<file path="src/rtl/pia_dsp_ctrl.sv">
// rtl/pia_dsp_ctrl.sv - display-register to terminal-host character bridge with FIFO
//
// Characters from the display register are buffered in a FIFO and offered to
// the terminal host. Both sides use a four-phase rdy/ack handshake.
//
// Ports:
//   clk         system clock, rising edge
//   reset       synchronous, active-high
//   dsp_rdy     display register holds a new character
//   dsp_data    7-bit ASCII character, valid while dsp_rdy=1
//   dsp_ack     acknowledge back to the display register
//   host_rdy    character offered to the host
//   host_data   7-bit ASCII character, stable while host_rdy=1
//   host_ack    host acknowledge
//   fifo_count  FIFO entries in use, 0..2**DEPTH_LOG2
//   overrun     sticky; set when dsp_rdy is held off by a full FIFO
//
// Build option:
//   PIA_DSP_CRLF_EN  when defined, every 0x0D delivered to the host is
//                    followed by a generated 0x0A (H_LF state).

module pia_dsp_ctrl #(
  parameter int DEPTH_LOG2 = 3
) (
  input  logic                  clk,
  input  logic                  reset,
  input  logic                  dsp_rdy,
  input  logic [6:0]            dsp_data,
  output logic                  dsp_ack,
  output logic                  host_rdy,
  output logic [6:0]            host_data,
  input  logic                  host_ack,
  output logic [DEPTH_LOG2:0]   fifo_count,
  output logic                  overrun
);

  localparam int DEPTH = 1 << DEPTH_LOG2;
  localparam int CNT_W = DEPTH_LOG2 + 1;

  typedef enum logic {
    P_IDLE,
    P_ACK
  } p_state_t;

`ifdef PIA_DSP_CRLF_EN
  typedef enum logic [1:0] {
    H_IDLE,
    H_WAIT,
    H_REL,
    H_LF
  } h_state_t;

  localparam logic [6:0] CHAR_CR = 7'h0D;
  localparam logic [6:0] CHAR_LF = 7'h0A;
`else
  typedef enum logic [1:0] {
    H_IDLE,
    H_WAIT,
    H_REL
  } h_state_t;
`endif

  p_state_t p_state;
  h_state_t h_state;

  // Character storage; contents need no reset since fifo_count gates all reads.
  logic [6:0]            mem [DEPTH];
  logic [DEPTH_LOG2-1:0] wr_ptr;
  logic [DEPTH_LOG2-1:0] rd_ptr;
  logic                  fifo_full;
  logic                  fifo_empty;
  logic                  push;
  logic                  pop;

`ifdef PIA_DSP_CRLF_EN
  logic                  lf_pending;
`endif

  // fifo_count never exceeds DEPTH, so its MSB alone marks the full state.
  assign fifo_full  = fifo_count[DEPTH_LOG2];
  assign fifo_empty = (fifo_count == '0);

  // A character is written only on the P_IDLE edge that accepts it; holding
  // dsp_rdy high afterwards (P_ACK) never writes again.
  assign push = (p_state == P_IDLE) && dsp_rdy && !fifo_full;

  // The head entry is retired on the edge the host acknowledges it. The
  // generated line feed is not a FIFO entry, so H_LF never pops.
  assign pop  = (h_state == H_WAIT) && host_ack && !fifo_empty;

  // ---------------------------------------------------------------------------
  // FIFO pointers and occupancy
  // ---------------------------------------------------------------------------
  always_ff @(posedge clk) begin
    if (reset) begin
      wr_ptr     <= '0;
      rd_ptr     <= '0;
      fifo_count <= '0;
    end else begin
      if (push) begin
        wr_ptr <= wr_ptr + DEPTH_LOG2'(1);
      end
      if (pop) begin
        rd_ptr <= rd_ptr + DEPTH_LOG2'(1);
      end
      // Simultaneous push and pop leave the count unchanged.
      case ({push, pop})
        2'b10:   fifo_count <= fifo_count + CNT_W'(1);
        2'b01:   fifo_count <= fifo_count - CNT_W'(1);
        default: fifo_count <= fifo_count;
      endcase
    end
  end

  always_ff @(posedge clk) begin
    if (push) begin
      mem[wr_ptr] <= dsp_data;
    end
  end

  // ---------------------------------------------------------------------------
  // Display-side handshake
  // ---------------------------------------------------------------------------
  always_ff @(posedge clk) begin
    if (reset) begin
      p_state <= P_IDLE;
      dsp_ack <= 1'b0;
      overrun <= 1'b0;
    end else begin
      case (p_state)
        P_IDLE: begin
          if (dsp_rdy) begin
            if (!fifo_full) begin
              dsp_ack <= 1'b1;
              p_state <= P_ACK;
            end else begin
              // Leave the display register waiting and remember that it had to.
              overrun <= 1'b1;
            end
          end
        end
        P_ACK: begin
          if (!dsp_rdy) begin
            dsp_ack <= 1'b0;
            p_state <= P_IDLE;
          end
        end
        default: begin
          dsp_ack <= 1'b0;
          p_state <= P_IDLE;
        end
      endcase
    end
  end

  // ---------------------------------------------------------------------------
  // Host-side handshake
  // ---------------------------------------------------------------------------
  always_ff @(posedge clk) begin
    if (reset) begin
      h_state   <= H_IDLE;
      host_rdy  <= 1'b0;
      host_data <= '0;
`ifdef PIA_DSP_CRLF_EN
      lf_pending <= 1'b0;
`endif
    end else begin
      case (h_state)
        H_IDLE: begin
          // host_data is captured here and held until the pop, so later
          // FIFO writes cannot disturb the character on offer.
          if (!fifo_empty) begin
            host_data <= mem[rd_ptr];
            host_rdy  <= 1'b1;
            h_state   <= H_WAIT;
          end
        end
        H_WAIT: begin
          if (host_ack) begin
            host_rdy <= 1'b0;
            h_state  <= H_REL;
`ifdef PIA_DSP_CRLF_EN
            lf_pending <= (host_data == CHAR_CR);
`endif
          end
        end
        H_REL: begin
          if (!host_ack) begin
`ifdef PIA_DSP_CRLF_EN
            if (lf_pending) begin
              host_data  <= CHAR_LF;
              host_rdy   <= 1'b1;
              lf_pending <= 1'b0;
              h_state    <= H_LF;
            end else begin
              h_state <= H_IDLE;
            end
`else
            h_state <= H_IDLE;
`endif
          end
        end
`ifdef PIA_DSP_CRLF_EN
        H_LF: begin
          // Same handshake as H_WAIT; H_REL then finds lf_pending clear.
          if (host_ack) begin
            host_rdy <= 1'b0;
            h_state  <= H_REL;
          end
        end
`endif
        default: begin
          host_rdy <= 1'b0;
          h_state  <= H_IDLE;
        end
      endcase
    end
  end

endmodule
</file>
<file path="config.mk">
export PLATFORM = sky130hd
export DESIGN_NAME = pia_dsp_ctrl
export DESIGN_NICKNAME = d
export VERILOG_FILES = /design/src/rtl/pia_dsp_ctrl.sv
export SDC_FILE = /design/constraint.sdc
export NUM_CORES = 1
export LEC_CHECK = 0
export ABC_CLOCK_PERIOD_IN_PS = 2690
export CAP_MARGIN = 20
export CORE_ASPECT_RATIO = 1.4
export CORE_UTILIZATION = 54
export DETAILED_ROUTE_END_ITERATION = 8
export GPL_TIMING_DRIVEN = 0
export PLACE_DENSITY = 0.75
export SYNTH_ARGS = -nofsm -noshare
export SYNTH_HDL_FRONTEND = slang
export SYNTH_SLANG_ARGS = --single-unit
export TNS_END_PERCENT = 1
</file>
<file path="constraint.sdc">
create_clock -name clk -period 2.69 [get_ports clk]
set_input_delay 0.269 -clock clk [delete_from_list [all_inputs] [get_ports clk]]
set_output_delay 0.269 -clock clk [all_outputs]
set_load 0.05 [all_outputs]
</file>
Word level (Yosys, flattened, before mapping)
Memories as Yosys holds them, arrays and structs flattened. A register that Yosys moved wholly into a read port is not among the register bits.
Cells that the tools add are included.
{"block": "totals", "elab_cells": 58, "register_bits": 16, "output_inout_bits": 14, "memories": 1, "inputBits": 11, "ramBits": 56}
{"block": "classes", "n_reduce_logical": 14, "eq_ne": 10, "add_sub_neg": 4, "n_mux": 18, "n_bitwise": 3}
{"name": "mem", "depth": 8, "word_bits": 7, "rd": 1, "rd_ports_with_merged_regs": 1, "wr": 1, "line": "67", "rtl": "logic [6:0] mem [DEPTH];"}
{"op": "$ne A2 B2 Y1 const B", "n": 6}
{"op": "$reduce_and A3 Y1", "n": 4}
{"op": "$mux W1", "n": 10}
{"op": "$pmux W4 S2", "n": 1}
{"op": "$add A3 B1 Y3 const B", "n": 2}
{"op": "$mux W2", "n": 3}
{"op": "$pmux W2 S3", "n": 1}
{"op": "$add A4 B1 Y4 const B", "n": 1}
{"op": "$eq A2 B1 Y1 const B", "n": 2}
{"op": "$eq A2 B2 Y1 const B", "n": 2}
{"op": "$logic_and A1 B1 Y1", "n": 4}
{"op": "$logic_not A4 Y1", "n": 1}
{"op": "$pmux W1 S2", "n": 2}
{"op": "$sub A4 B1 Y4 const B", "n": 1}
{"op": "$not A1 Y1", "n": 3}
{"op": "$pmux W1 S3", "n": 1}
{"op": "$logic_not A1 Y1", "n": 2}
{"op": "$logic_not A2 Y1", "n": 1}
{"op": "$reduce_and A2 Y1", "n": 1}
{"op": "$reduce_bool A2 Y1", "n": 1}

Logic depth before layout (Yosys ltp)
Gate-level depths: netlist (run 1).
{"block": "logic_depth", "ltp_word": 5, "mapped_depth": 10, "depth_no_buf": 9}

Least setup slack after synthesis (run 1)
OpenSTA, ideal clock, no wires.
{"block": "synth_timing", "path_kind": "register to register", "startpoint": "reg fifo_count[3]", "endpoint": "reg fifo_count[2]", "arrival_time_ns": 2.494, "setup_slack_ns": 0.126, "required_time_ns": 2.619, "stages_incl_launch_ff": 10, "cell_sequence": "dfxtp_1 -> nor3b_1 -> inv_1 -> ha_1 -> xor2_1 -> ha_1 -> a21oi_1 -> xor2_1 -> or3_1 -> a21oi_1"}
{"block": "synth_between", "elab_chain_len": 5, "word_cells_on_any_way": 9, "classes_between": "eq/ne (2); mux (1); reduce/logical (6)"}
{"element": "from (decl)", "line": "33", "rtl": "output logic [DEPTH_LOG2:0] fifo_count,"}
{"element": "from (signal assigned)", "line": "108", "rtl": "2'b10: fifo_count <= fifo_count + CNT_W'(1);"}
{"element": "from (signal assigned)", "line": "109", "rtl": "2'b01: fifo_count <= fifo_count - CNT_W'(1);"}
{"element": "from (signal assigned)", "line": "110", "rtl": "default: fifo_count <= fifo_count;"}
{"element": "$logic_not A4 Y1", "line": "81", "rtl": "assign fifo_empty = (fifo_count == '0);"}
{"element": "$logic_not A1 Y1"}
{"element": "$logic_and A1 B1 Y1", "line": "89", "rtl": "assign pop = (h_state == H_WAIT) && host_ack && !fifo_empty;"}
{"element": "$eq A2 B1 Y1 or $eq A2 B2 Y1 (tied branches)", "line": "107", "rtl": "case ({push, pop})"}
{"element": "$pmux W4 S2 or $reduce_bool A2 Y1 (tied branches)"}
Parallel ways exist; a longest one is shown, timed or not.
A chain may end at the register's enable or synchronous reset.

Final worst setup path (run 1)
{"block": "layout_timing", "startpoint": "reg fifo_count[1]", "endpoint": "reg fifo_count[2]"}
{"block": "layout_between", "elab_chain_len": 5, "word_cells_on_any_way": 9, "classes_between": "add/sub (2); eq/ne (2); mux (1); reduce/logical (4)"}
{"element": "$logic_not A4 Y1 (*)", "line": "81"}
{"element": "$logic_not A1 Y1 (*)"}
{"element": "$logic_and A1 B1 Y1 (*)", "line": "89"}
{"element": "net pop", "line": "73", "rtl": "logic pop;"}
{"element": "$eq A2 B1 Y1 or $eq A2 B2 Y1 (tied branches)", "line": "107"}
{"element": "$pmux W4 S2 or $reduce_bool A2 Y1 (tied branches)"}
The timed path passes the listed nets; every way through them passes the cells marked *.

==> results.py, run 1 <==
metrics = {
    "synthesis": {
        "synth-seq-cells": 79,
        "yosysTopAreaCellShare": 0.531,
        "synth_common_cells": "edfxtp_1 (56), dfxtp_1 (23), nor2_1 (21)",
        "yosysTopAreaCell": "edfxtp_1",
        "avgSynthCellArea_um2": 15.8,
        "ys_warn_count": 0,
        "async_reset_ff_frac": 0,
        "ys_top_cells_by_area": "edfxtp_1 (53%), dfxtp_1 (15%), mux4_2 (10%)",
        "synthDistinctLibCells": 36,
        "synth_ff_type": "edfxtp_1",
        "syn-cell-area_mm2": 0.00317,
        "yosysMostFrequentCell": "edfxtp_1",
        "synth_edf_count": 56,
        "syn-num-nets": 216,
        "postSynthCellCount": 200,
        "synth_seq_area_share": 0.676,
    },
    "die": {
        "ios": 25,
        "start_util": 0.569,
        "die_h_um": 92.6,
        "die_area_mm2": 0.00618,
        "die_w_um": 66.7,
        "num_rows": 32,
        "coreArea_mm2": 0.00557,
    },
    "clock_network": {
        "clkTransAtPathRegs_ns": 0.07,
        "insertion_delay_ns": 0.33,
        "post_cts_buffers": 0,
        "cts_tree": "done",
        "cts_hold_buffers": 0,
        "cts_root_buffer": "clkbuf_8",
        "htree_levels": 3,
        "cts_sinks": 79,
        "cts_inserted_buffers": 9,
        "cts.path.max_buffers": 2,
    },
    "flow_run": {
        "maxCapViolations": 0,
    },
    "timing": {
        "timing.hold.ws_ns": 0.480,
        "max_freq_mhz": 408,
        "fin_skew_ns": 0.00796,
        "slew_headroom": 0.339,
        "tightestPinTransition_ns": 0.983,
        "rsz0062_at_grt": "no",
        "period_minus_slack_ns": 2.45,
        "setup_viol": 0,
        "period_share": 0.912,
        "hold_violations": 0,
        "drv_slew": 0,
        "setup_tns_ns": 0,
    },
    "global_route": {
        "grt_pass1_vias": 1697,
        "use_met1": 0.248,
        "grtUsageTotal": 0.199,
        "grt_remaining_overflow": 0,
        "grtUsageMet3": 0.0505,
        "grt_max_degree": 14,
        "antenna_found_initial": 0,
        "met2_usage": 0.326,
        "grt_pass1_wl_mm": 8.54,
        "busiest_layer": "met2",
    },
    "min_path": {
        "min_to": "overrun$_SDFFE_PP0P_",
        "worstHoldStart": "overrun$_SDFFE_PP0P_",
        "hold_depth": 2,
        "hold_path_class": "register to register",
    },
    "worst_setup_path": {
        "cp.arrival_ns": 2.71,
        "critical_path_class": "register to register",
        "r2r_slack_ns": 0.24,
        "cp.required_ns": 2.95,
        "cp-start-kind": "register",
        "reg2regPathDepth": 10,
        "crit_fanout": 8,
        "cp-end-kind": "register",
        "worstReg2RegEnd": "fifo_count[2]$_SDFFE_PP0P_",
        "reg2reg_from": "fifo_count[1]$_SDFFE_PP0P_",
    },
    "finish": {
        "drive_gt1_frac": 0.213,
        "antennaDiodeCount": 0,
        "final_area_mm2": 0.00374,
        "area_growth_syn_to_layout_pct": 18.3,
        "fin_nets": 255,
        "post-route-util": 0.673,
    },
    "drt": {
        "wl_per_cell_um": 17.2,
        "routed_wl_mm": 5.37,
        "vias": 1760,
        "vias_per_cell": 5.64,
        "dr.pass1.iters": 4,
        "drc_errors": 0,
        "final_antenna_net_count": 0,
        "drt_iter0_markers": 81,
    },
    "power_and_ir_drop": {
        "p_per_area_mw_per_mm2": 762,
        "p_leak_nw": 1.24,
        "peakVddDrop_uv": 751,
    },
    "status": {
        "status": "completed",
    },
    "placement": {
        "portBuffers": 24,
        "place_area_mm2": 0.00352,
        "hpwlAfterDp_mm": 3.78,
        "place_congestion": 0.728,
    },
}
-- flip-flops by register name, indices dropped and copies added (netlist names) --
| signal | flops |
|---|---|
| dsp_ack | 1 |
| fifo_count | 4 |
| mem | 56 |
| host_data | 7 |
| host_rdy | 1 |
| wr_ptr | 3 |
| overrun | 1 |
| rd_ptr | 3 |
| h_state | 2 |
| p_state | 1 |
-- final cells by class --
type                    instances  area, µm²
flip-flops and latches         79       2140
fillers                       394       1820
multi-input cells             109        980
repair buffers                 28        263
clock buffers                  10        128
clock inverters                 6       85.1
well taps                      68       85.1
plain buffers                   8       47.5
inverters                       4       15.0
-- through the flow --
stage / total power, mW / worst slack, ns / instances
after floorplan: 1.81 / 0.126 / 200
after global placement: 1.96 / -0.622 / 292
after global routing: 2.98 / 0.0245 / 312
final: 2.85 / 0.238 / 312
after detailed placement: 1.97 / -0.361 / 296
after CTS: 2.88 / 0.228 / 312
-- placed cells by master (no fill, tap or decap), types with 5 or more instances in the layout --
cell type / n
edfxtp_1: 56
clkdlybuf4s50_1: 24
dfxtp_1: 23
nor2_1: 21
mux4_2: 14
clkbuf_8: 9
nor3_2: 8
o22ai_1: 8
nand2_1: 7
nor3_1: 6
buf_2: 5
a21oi_1: 5
ha_1: 5
-- kinds of logic after synthesis --
kind of cell,Yosys count,synth area share
DFF,79,0.676
and+or+nand+nor,58,0.113
AOI/OAI and AO/OA,21,0.0399
muxes,17,0.109
buffers and inverters,12,0.0198
xor gates and xnor gates,8,0.0221
adders and majority gates,5,0.0198
-- worst max path at each step --
stage | to | cells after the start | from | slack [ns]
after global placement | mem[0][3]$_DFFE_PP_ | 4 | dsp_rdy | -0.62
after CTS | fifo_count[2]$_SDFFE_PP0P_ | 9 | fifo_count[3]$_SDFFE_PP0P_ | 0.23
after floorplan | fifo_count[2]$_SDFFE_PP0P_ | 9 | fifo_count[3]$_SDFFE_PP0P_ | 0.13
after detailed placement | fifo_count[2]$_SDFFE_PP0P_ | 10 | dsp_rdy | -0.36
final | fifo_count[2]$_SDFFE_PP0P_ | 10 | fifo_count[1]$_SDFFE_PP0P_ | 0.24
after global routing | fifo_count[2]$_SDFFE_PP0P_ | 10 | fifo_count[1]$_SDFFE_PP0P_ | 0.02
-- report_power, final --
group | switching [mW] | total (mW) | internal (mW)
registers | 0.0400 | 1.41 | 1.37
logic | 0.333 | 0.531 | 0.199
clock network | 0.394 | 0.912 | 0.518
total | 0.767 | 2.85 | 2.09
-- metal layers --
layer  part of all wire  up-vias  wire length (µm)
met5                  0        -                 0
li1                   -      843                 -
met1               0.42      866              2280
met3              0.039        7               210
met4              0.016        0                86
met2               0.52       44              2790
-- worst max-delay path, stage by stage, from the launching register on --
cell and delay, ns:
dfxtp_1 0.32, buf_6 0.13, nor4_2 0.46, nor3_2 0.15, ha_1 0.28, xor2_1 0.16
ha_1 0.18, a21oi_1 0.14, xor2_1 0.10, or3_1 0.31, a21oi_1 0.13
-- timing repair --
item                                    CTS  global route
endpoints found under the hold margin     0             0
endpoints found under the setup margin    1             1
resized for setup                         1             1
No activity file was read; power rests on OpenSTA's default activity.
==> inputs of run 2 (changes only) <==
Settings changed: ABC_CLOCK_PERIOD_IN_PS 2690 to not set.
==> results of run 2 <==
The final DEF is identical to that of run 1; final timing and power are the same.
==> inputs of run 3 (changes only) <==
Settings changed: CORE_UTILIZATION 54 to 51, PLACE_DENSITY 0.75 to 0.74.
Clock period 2.69 ns to 2.2 ns, I/O delays scaled along.
==> results.py, run 3 (same netlist as run 1, synthesis figures left out) <==
metrics = {
    "status": {
        "status": "completed",
    },
    "min_path": {
        "hold_path_class": "register to register",
    },
    "drt": {
        "vias_per_cell": 5.55,
        "routed_wl_mm": 5.68,
        "drt_iter0_markers": 84,
        "final_antenna_net_count": 0,
        "wl_per_cell_um": 17.7,
        "vias": 1782,
        "dr.pass1.iters": 4,
        "drc_errors": 0,
    },
    "timing": {
        "setup_tns_ns": 0,
        "tightestPinTransition_ns": 0.847,
        "drv_slew": 0,
        "setup_viol": 0,
        "slew_headroom": 0.433,
        "max_freq_mhz": 482,
        "hold_violations": 0,
        "period_minus_slack_ns": 2.07,
        "fin_skew_ns": 0.00985,
        "timing.hold.ws_ns": 0.469,
        "period_share": 0.943,
        "rsz0062_at_grt": "no",
    },
    "worst_setup_path": {
        "path_buf_inv": 1,
        "critPathTopFamily": "simple AND/OR/NAND/NOR gates",
        "crit_top_cell": "xor2_1",
        "crit_chain": "nor3b_4 > inv_2 > ha_4 > xor2_1 > ha_1 > a21oi_2 > xor2_1 > or3_1 > a21oi_1",
        "critical_path_class": "register to register",
        "cp-end-kind": "register",
        "crit_fanout": 8,
        "slowest_stage": "dfxtp_4",
        "cpPeakStageDelay_ns": 0.39,
        "cp-start-kind": "register",
        "cp.required_ns": 2.48,
        "cp.arrival_ns": 2.35,
    },
    "power_and_ir_drop": {
        "seq_power_share": 0.490,
        "p_per_area_mw_per_mm2": 911,
        "comb_power_share": 0.198,
        "pwr-share-clk": 0.311,
        "peakVddDrop_uv": 521,
        "switching_power_mw": 1.02,
        "internal_power_mw": 2.48,
        "swShare": 0.291,
        "p_leak_nw": 1.29,
        "fin_total_pwr_mw": 3.50,
    },
    "placement": {
        "place_congestion": 0.699,
        "hpwlAfterDp_mm": 3.96,
        "portBuffers": 24,
        "place_area_mm2": 0.00358,
        "dp_cells": 299,
    },
    "finish": {
        "antennaDiodeCount": 0,
        "finalNonFillerCells": 321,
        "seq_area_mm2": 0.00216,
        "largest_reg_flops": 56,
        "drive_gt1_frac": 0.267,
        "top_register": "mem",
        "final.fill_count": 419,
        "fin_nets": 262,
        "area_growth_syn_to_layout_pct": 21.5,
        "final_cell_mix": "edfxtp_1 (56), clkdlybuf4s50_1 (24), nor2_1 (21)",
        "multi_input_area_mm2": 0.00101,
        "layout_commonest_cell": "edfxtp_1",
        "reg_top3": "mem (56), host_data (7), fifo_count (4)",
        "final_area_mm2": 0.00385,
    },
    "die": {
        "die_h_um": 95.2,
        "ios": 25,
        "die_area_mm2": 0.00653,
        "num_rows": 33,
        "coreArea_mm2": 0.00590,
        "die_w_um": 68.6,
        "start_util": 0.536,
    },
    "clock_network": {
        "insertion_delay_ns": 0.35,
        "cts_tree": "done",
        "cts_inserted_buffers": 9,
        "cts_root_buffer": "clkbuf_8",
        "cts.path.max_buffers": 2,
        "clkTransAtPathRegs_ns": 0.08,
        "htree_levels": 3,
        "cts_hold_buffers": 0,
        "cts_sinks": 79,
    },
    "global_route": {
        "grt_max_degree": 16,
        "grt_remaining_overflow": 0,
        "grtUsageTotal": 0.198,
        "antenna_found_initial": 0,
        "grt_pass1_wl_mm": 8.62,
        "grt_pass1_vias": 1689,
    },
    "flow_run": {
        "maxCapViolations": 0,
    },
}
## run 3: cell types whose count changed in the layout (fill, tap and decap cells not counted), sizes merged
cell / delta
buf: +7
clkinv: +3
bufinv: -1
clkinvlp: -3
inv: +2
clkbuf: -1
## run 3: final cells by class
| class | instances | area share |
|---|---|---|
| buffer | 8 | 0.0124 |
| clock buffer | 9 | 0.0322 |
| clock inverter | 7 | 0.0211 |
| inverter | 4 | 0.00390 |
| multi-input combinational | 109 | 0.263 |
| sequential | 79 | 0.561 |
| tap | 70 | 0.0228 |
| timing repair buffer | 35 | 0.0839 |
## run 3: routing by layer
layer  up-vias  part of all wire  global-route usage
met2        39              0.53               0.342
met5         -                 0                   0
met1       867              0.40               0.208
met3        14             0.035              0.0634
li1        862                 -                   -
met4         0             0.027               0.108
## run 3: through the flow
step	setup slack (ns)	util
6_report	0.125	0.651
2_1_floorplan	0.0279	-
5_1_grt	0.000762	0.651
3_5_place_dp	-0.404	0.606
3_3_place_gp	-1.04	0.598
4_1_cts	0.0212	0.646
## run 3: timing repair
| item | CTS | global route |
|---|---|---|
| resized for setup | 3 | 1 |
| buffers inserted | 2 | 4 |
| pin swaps | 2 | 3 |
| endpoints found under the setup margin | 1 | 2 |
## run 3: power groups by stage
stage | Clock (mW) | Sequential (mW) | Combinational, mW
6_report | 1.09 | 1.72 | 0.695
5_1_grt | 1.18 | 1.73 | 0.756
3_3_place_gp | 0 | 1.75 | 0.652
3_5_place_dp | 0 | 1.76 | 0.665
4_1_cts | 1.10 | 1.72 | 0.681
2_1_floorplan | 0 | 1.92 | 0.299
## run 3: path summary, 6_finish.rpt
kind | from | to | slack [ns] | cells after the start
setup / recovery | fifo_count[3]$_SDFFE_PP0P_ | fifo_count[2]$_SDFFE_PP0P_ | 0.13 | 9
hold / removal | overrun$_SDFFE_PP0P_ | overrun$_SDFFE_PP0P_ | 0.47 | 2
setup reg to reg | fifo_count[3]$_SDFFE_PP0P_ | fifo_count[2]$_SDFFE_PP0P_ | 0.13 | 9
hold reg to reg | overrun$_SDFFE_PP0P_ | overrun$_SDFFE_PP0P_ | 0.47 | 2
## run 3: worst register-to-register path, stage by stage, from the launching register on
cell and delay (ns):
dfxtp_4 0.39, nor3b_4 0.28, inv_2 0.15, ha_4 0.21, xor2_1 0.14, ha_1 0.19
a21oi_2 0.12, xor2_1 0.08, or3_1 0.31, a21oi_1 0.14
